==> src/rtl/sbox_preimage_search.sv <==
// Inverse search for the 4-bit S1 S-box: scans candidates 0..15 through the
// forward table and streams every preimage of the requested output value,
// ascending, on a valid/ready result port. One pending hit is held back so
// that the final beat can carry m_last and the total match count.
module sbox_preimage_search #(
    parameter bit FIRST_ONLY = 1'b0
) (
    input  logic       ck,
    input  logic       rst_n,
    input  logic       req_valid,
    output logic       req_ready,
    input  logic [3:0] req_target,
    output logic       m_valid,
    input  logic       m_ready,
    output logic [3:0] m_data,
    output logic       m_hit,
    output logic       m_last,
    output logic [4:0] m_count
);

    typedef enum logic [1:0] {IDLE, SCAN, FLUSH, LAST} state_t;

    state_t     state_q;
    logic [3:0] target_q;
    logic [3:0] cand_q;
    logic [3:0] pend_q;
    logic       pend_v_q;
    logic [4:0] cnt_q;
    logic       m_valid_q;
    logic [3:0] m_data_q;
    logic       m_hit_q;
    logic       m_last_q;
    logic [4:0] m_count_q;

    logic       match;
    logic       out_free;

    // Forward S1 table: row = {c[0],c[3]}, col = {c[1],c[2]}
    function automatic logic [3:0] sbox_fwd(input logic [3:0] c);
        logic [3:0] idx;
        idx = {c[0], c[3], c[1], c[2]};
        case (idx)
            4'd0:    sbox_fwd = 4'd14;
            4'd1:    sbox_fwd = 4'd4;
            4'd2:    sbox_fwd = 4'd13;
            4'd3:    sbox_fwd = 4'd1;
            4'd4:    sbox_fwd = 4'd0;
            4'd5:    sbox_fwd = 4'd15;
            4'd6:    sbox_fwd = 4'd7;
            4'd7:    sbox_fwd = 4'd4;
            4'd8:    sbox_fwd = 4'd4;
            4'd9:    sbox_fwd = 4'd1;
            4'd10:   sbox_fwd = 4'd14;
            4'd11:   sbox_fwd = 4'd8;
            4'd12:   sbox_fwd = 4'd15;
            4'd13:   sbox_fwd = 4'd12;
            4'd14:   sbox_fwd = 4'd8;
            default: sbox_fwd = 4'd2;
        endcase
    endfunction

    assign match     = (sbox_fwd(cand_q) == target_q);
    assign out_free  = !m_valid_q || m_ready;

    assign req_ready = (state_q == IDLE);
    assign m_valid   = m_valid_q;
    assign m_data    = m_data_q;
    assign m_hit     = m_hit_q;
    assign m_last    = m_last_q;
    assign m_count   = m_count_q;

    // Search FSM together with the registered result beat
    always_ff @(posedge ck or negedge rst_n) begin
        if (!rst_n) begin
            state_q   <= IDLE;
            target_q  <= '0;
            cand_q    <= '0;
            pend_q    <= '0;
            pend_v_q  <= 1'b0;
            cnt_q     <= '0;
            m_valid_q <= 1'b0;
            m_data_q  <= '0;
            m_hit_q   <= 1'b0;
            m_last_q  <= 1'b0;
            m_count_q <= '0;
        end else begin
            if (m_valid_q && m_ready) begin
                m_valid_q <= 1'b0;
            end
            case (state_q)
                IDLE: begin
                    if (req_valid) begin
                        target_q <= req_target;
                        cand_q   <= '0;
                        cnt_q    <= '0;
                        pend_q   <= '0;
                        pend_v_q <= 1'b0;
                        state_q  <= SCAN;
                    end
                end
                SCAN: begin
                    if (FIRST_ONLY && match) begin
                        if (out_free) begin
                            m_valid_q <= 1'b1;
                            m_data_q  <= cand_q;
                            m_hit_q   <= 1'b1;
                            m_last_q  <= 1'b1;
                            m_count_q <= 5'd1;
                            state_q   <= LAST;
                        end
                    end else if (cand_q == 4'hF) begin
                        // The final beat is loaded straight from the last scan
                        // step; FLUSH is only needed when candidate 15 is a hit
                        // that must queue behind a still-pending earlier hit.
                        if (out_free) begin
                            m_valid_q <= 1'b1;
                            if (match && pend_v_q) begin
                                m_data_q  <= pend_q;
                                m_hit_q   <= 1'b1;
                                m_last_q  <= 1'b0;
                                m_count_q <= '0;
                                pend_q    <= cand_q;
                                cnt_q     <= cnt_q + 5'd1;
                                state_q   <= FLUSH;
                            end else if (match) begin
                                m_data_q  <= cand_q;
                                m_hit_q   <= 1'b1;
                                m_last_q  <= 1'b1;
                                m_count_q <= cnt_q + 5'd1;
                                state_q   <= LAST;
                            end else if (pend_v_q) begin
                                m_data_q  <= pend_q;
                                m_hit_q   <= 1'b1;
                                m_last_q  <= 1'b1;
                                m_count_q <= cnt_q;
                                state_q   <= LAST;
                            end else begin
                                m_data_q  <= '0;
                                m_hit_q   <= 1'b0;
                                m_last_q  <= 1'b1;
                                m_count_q <= '0;
                                state_q   <= LAST;
                            end
                        end
                    end else if (match) begin
                        if (!pend_v_q) begin
                            pend_q   <= cand_q;
                            pend_v_q <= 1'b1;
                            cnt_q    <= cnt_q + 5'd1;
                            cand_q   <= cand_q + 4'd1;
                        end else if (out_free) begin
                            m_valid_q <= 1'b1;
                            m_data_q  <= pend_q;
                            m_hit_q   <= 1'b1;
                            m_last_q  <= 1'b0;
                            m_count_q <= '0;
                            pend_q    <= cand_q;
                            cnt_q     <= cnt_q + 5'd1;
                            cand_q    <= cand_q + 4'd1;
                        end
                    end else begin
                        cand_q <= cand_q + 4'd1;
                    end
                end
                FLUSH: begin
                    if (out_free) begin
                        m_valid_q <= 1'b1;
                        m_data_q  <= pend_q;
                        m_hit_q   <= 1'b1;
                        m_last_q  <= 1'b1;
                        m_count_q <= cnt_q;
                        state_q   <= LAST;
                    end
                end
                LAST: begin
                    if (m_valid_q && m_ready) begin
                        state_q <= IDLE;
                    end
                end
                default: state_q <= IDLE;
            endcase
        end
    end

endmodule

==> config.mk <==
export PLATFORM = sky130hd
export DESIGN_NAME = sbox_preimage_search
export DESIGN_NICKNAME = d
export VERILOG_FILES = /design/src/rtl/sbox_preimage_search.sv
export SDC_FILE = /design/constraint.sdc
export NUM_CORES = 1
export LEC_CHECK = 0
export BUFFER_PORTS_ARGS = -buffer_cell sky130_fd_sc_hd__buf_4
export CORE_UTILIZATION = 45
export CTS_CLUSTER_DIAMETER = 60
export DETAILED_ROUTE_END_ITERATION = 7
export GPL_TIMING_DRIVEN = 0
export SLEW_MARGIN = 15
export SYNTH_ARGS = -nofsm -noshare
export SYNTH_HDL_FRONTEND = slang
export SYNTH_SLANG_ARGS = --single-unit
export TNS_END_PERCENT = 100
==> constraint.sdc <==
create_clock -name ck -period 8.04 [get_ports ck]
set_input_delay 1.608 -clock ck [delete_from_list [all_inputs] [get_ports ck]]
set_output_delay 1.608 -clock ck [all_outputs]
set_load 0.03 [all_outputs]
==> run_results.csv <==
group,metric,value,unit
global_route,grt_busiest_layer,"met1",
layout,drive_gt1_share,19.3,%
hold_path,min_path_type,"reg2reg",
routing,drt_pre_antenna_iters,4,
clock_tree,clockRootBuffer,"clkbuf_8",
floorplan,io_pins,21,
synthesis,synth_seq_cells,32,
floorplan,dieHeight,73.1,um
placement,portBuffers,20,
synthesis,netlist_instances,246,
timing,period_share,39.1,%
synthesis,synthArstFlopShare,100,%
routing,avgRoutedWirePerCell,16.1,um
power,p_comb_share,59.1,%
synthesis,syn_avg_cell_area,9.24,um2
worst_setup_path,endpoint_kind,"register",
timing,fmax,0.318,GHz
floorplan,core-area,0.00479,mm2
synthesis,ys.flop_type,"dfrtp_1",
synthesis,synth_top_area_cell,"dfrtp_1",
synthesis,ys_types,51,
timing,max_slew_margin,59.2,%
synthesis,ys_seq_area_share,35.2,%
global_route,gr-usage-met3,3.59,%
global_route,grt_pass1_wl,9520,um
routing,ant_nets,0,
power,internal-power,574,uW
timing,clock-skew-final,0.00457,ns
hold_path,hold_path_end,"m_data[2]$_DFFE_PN0P_",
worst_setup_path,setup.worst_path.start_class,"input port",
floorplan,die_area,0.00534,mm2
placement,dpl.hpwl,4010,um
worst_setup_path,path_class,"in2reg",
worst_setup_path,critPathMaxFanout,10,
global_route,grt_max_degree,33,
layout,area_delta_synth_final,15.2,%
timing,fin_crit,3.14,ns
layout,finalCoreUtilization,54.7,%
routing,drt-initial-drc-count,177,
timing,slew_violations,0,
synthesis,syn-cell-area,0.00227,mm2
clock_tree,cts_setup_buffers,0,
clock_tree,cts_hold_buf,0,
clock_tree,cts_resized,0,
layout,nFillCells,441,
layout,area.sequential,801,um2
clock_tree,numClockSinks,32,
layout,final_cell_mix,"32 x dfrtp_1, 30 x nand2_1, 21 x nor2_1",
power,pwr-share-seq,26.6,%
worst_setup_path,r2r_start,"cand_q[1]$_DFFE_PN0P_",
clock_tree,clock_latency,0.29,ns
power,p_clk_share,14.3,%
synthesis,synthTopCellsByArea,"dfrtp_1 35%, ha_1 6.6%, mux2_2 5.0%, nand2_1 5.0%, nor2_1 3.5%",
clock_tree,cts_tree,"done",
power,power_leakage,0.00103,uW
power,peakVddDrop,0.000188,V
hold_path,hold_path_depth,1,
floorplan,start_util,47.5,%
layout,multiInputGateArea,0.00138,mm2
floorplan,fp.dieW,73.1,um
power,power_switching_share,48.7,%
placement,gp_congestion,0.898,
layout,nets,293,
global_route,grt_remaining_overflow,0,
flow_run,drv_cap,0,
global_route,use_met1,35.4,%
clock_tree,clk_path_buf_depth,2,
clock_tree,path_clk_slew,0.07,ns
hold_path,hold_start,"m_data[2]$_DFFE_PN0P_",
worst_setup_path,worstPathRequired,8.28,ns
clock_tree,numCtsBuffers,5,
routing,drt-total-wl,5490,um
synthesis,synth-edff-count,0,
power,p_per_area,427,mW/mm2
routing,remaining_drc_errors,0,
timing,rsz0062_at_grt,"false",
synthesis,synth_top_area_share,35.2,%
timing,fin_tns_setup,0,ns
global_route,use_met2,34.6,%
routing,drt-vias-per-instance,5.67,
routing,vias,1935,
timing,worst_pin_slew,0.609,ns
timing,setup_violations,0,
global_route,grt_antenna_before_repair,0,
worst_setup_path,r2r_end,"m_data[1]$_DFFE_PN0P_",
timing,hold_violations,0,
global_route,grtUsageTotal,23.7,%
worst_setup_path,reg2regPathDepth,8,
power,power.net_switching,544,uW
floorplan,placementRows,25,
layout,final_common_cell,"dfrtp_1",
global_route,grt_pass1_vias,1911,
worst_setup_path,crit_arrival,3.38,ns
clock_tree,htreeDepth,2,
synthesis,yosys_warnings,0,
run_status,outcome,"completed",
worst_setup_path,r2r_setup_slack,4.95,ns
synthesis,synth_fp_nets,266,
layout,antenna_cells,0,
-- cells in the mapped netlist, types with 4 or more instances --
| cell type | count |
|---|---|
| ha_1 | 12 |
| o311ai_0 | 4 |
| a21oi_1 | 12 |
| nand3_1 | 10 |
| inv_1 | 8 |
| a31oi_1 | 7 |
| nand2_1 | 30 |
| xnor2_1 | 5 |
| nand2b_1 | 4 |
| o221ai_1 | 5 |
| dfrtp_1 | 32 |
| clkbuf_1 | 11 |
| nor2_1 | 21 |
| nor3_1 | 11 |
| nand4_1 | 5 |
| mux2i_1 | 7 |
| mux2_2 | 10 |
-- layer usage --
layer	vias to the layer above	part of all wire, %
met2	60	43
met4	0	1.2
met3	5	5.8
li1	965	-
met1	905	50
met5	-	0
-- layout make-up --
cell class              count  area share [%]
flip-flops and latches     32            30.6
inverters                   8            1.15
plain buffers              13            2.44
clock inverters             3            1.63
clock buffers               5            2.63
multi-input cells         193            52.6
well taps                  67            3.20
repair buffers             20            5.74
-- through the flow --
step / hold WS (ns) / std cells / setup WS [ns] / area [um2] / total power [uW]
finish: 0.497 / 341 / 4.90 / 2620 / 1120
detailed placement: 0.481 / 333 / 4.66 / 2510 / 957
CTS: 0.502 / 341 / 4.94 / 2620 / 1120
global placement: 0.478 / 333 / 4.65 / 2510 / 950
floorplan: 0.479 / 246 / 5.11 / 2270 / 789
global route: 0.530 / 341 / 4.77 / 2620 / 1210
-- logic make-up after synthesis --
family | Yosys count | synth area share [%]
XOR/XNOR | 10 | 4.52
adder cells (fa/ha/maj) | 12 | 6.61
buffers and inverters | 21 | 4.13
AO/OA/AOI/OAI | 54 | 18.9
AND/OR/NAND/NOR | 98 | 21.1
flip-flops | 32 | 35.2
multiplexers | 19 | 9.53
-- worst max path at each step --
stage | end | depth (start not counted) | slack (ns) | from
after floorplan | m_count[0]$_DFFE_PN0P_ | 6 | 5.11 | m_ready
after global placement | m_data[1]$_DFFE_PN0P_ | 7 | 4.65 | m_ready
after detailed placement | m_data[1]$_DFFE_PN0P_ | 7 | 4.66 | m_ready
after CTS | m_data[1]$_DFFE_PN0P_ | 7 | 4.94 | m_ready
after global routing | m_data[1]$_DFFE_PN0P_ | 8 | 4.77 | cand_q[1]$_DFFE_PN0P_
final | m_data[1]$_DFFE_PN0P_ | 7 | 4.90 | m_ready
-- critical path, stage by stage --
cell and delay [ns]:
buf_4 0.11, nor2b_1 0.25, clkbuf_1 0.37, nor2_1 0.13
mux2_2 0.30, a31oi_1 0.38, o32a_1 0.23
-- sequential cells by signal, indices dropped and copies added, names as in the netlist --
register,cells
pend_v_q,1
m_valid,1
m_last,1
m_data,4
cnt_q,5
m_hit,1
m_count,5
pend_q,4
cand_q,4
target_q,4
state_q,2
-- power groups by stage --
stage                     Combinational (uW)  Sequential, uW  Clock [uW]
after CTS                                662             296         164
after detailed placement                 658             300           0
after global placement                   653             297           0
after global routing                     734             308         168
final                                    661             297         160
after floorplan                          462             328           0
Power figures use the tool's default switching activity.
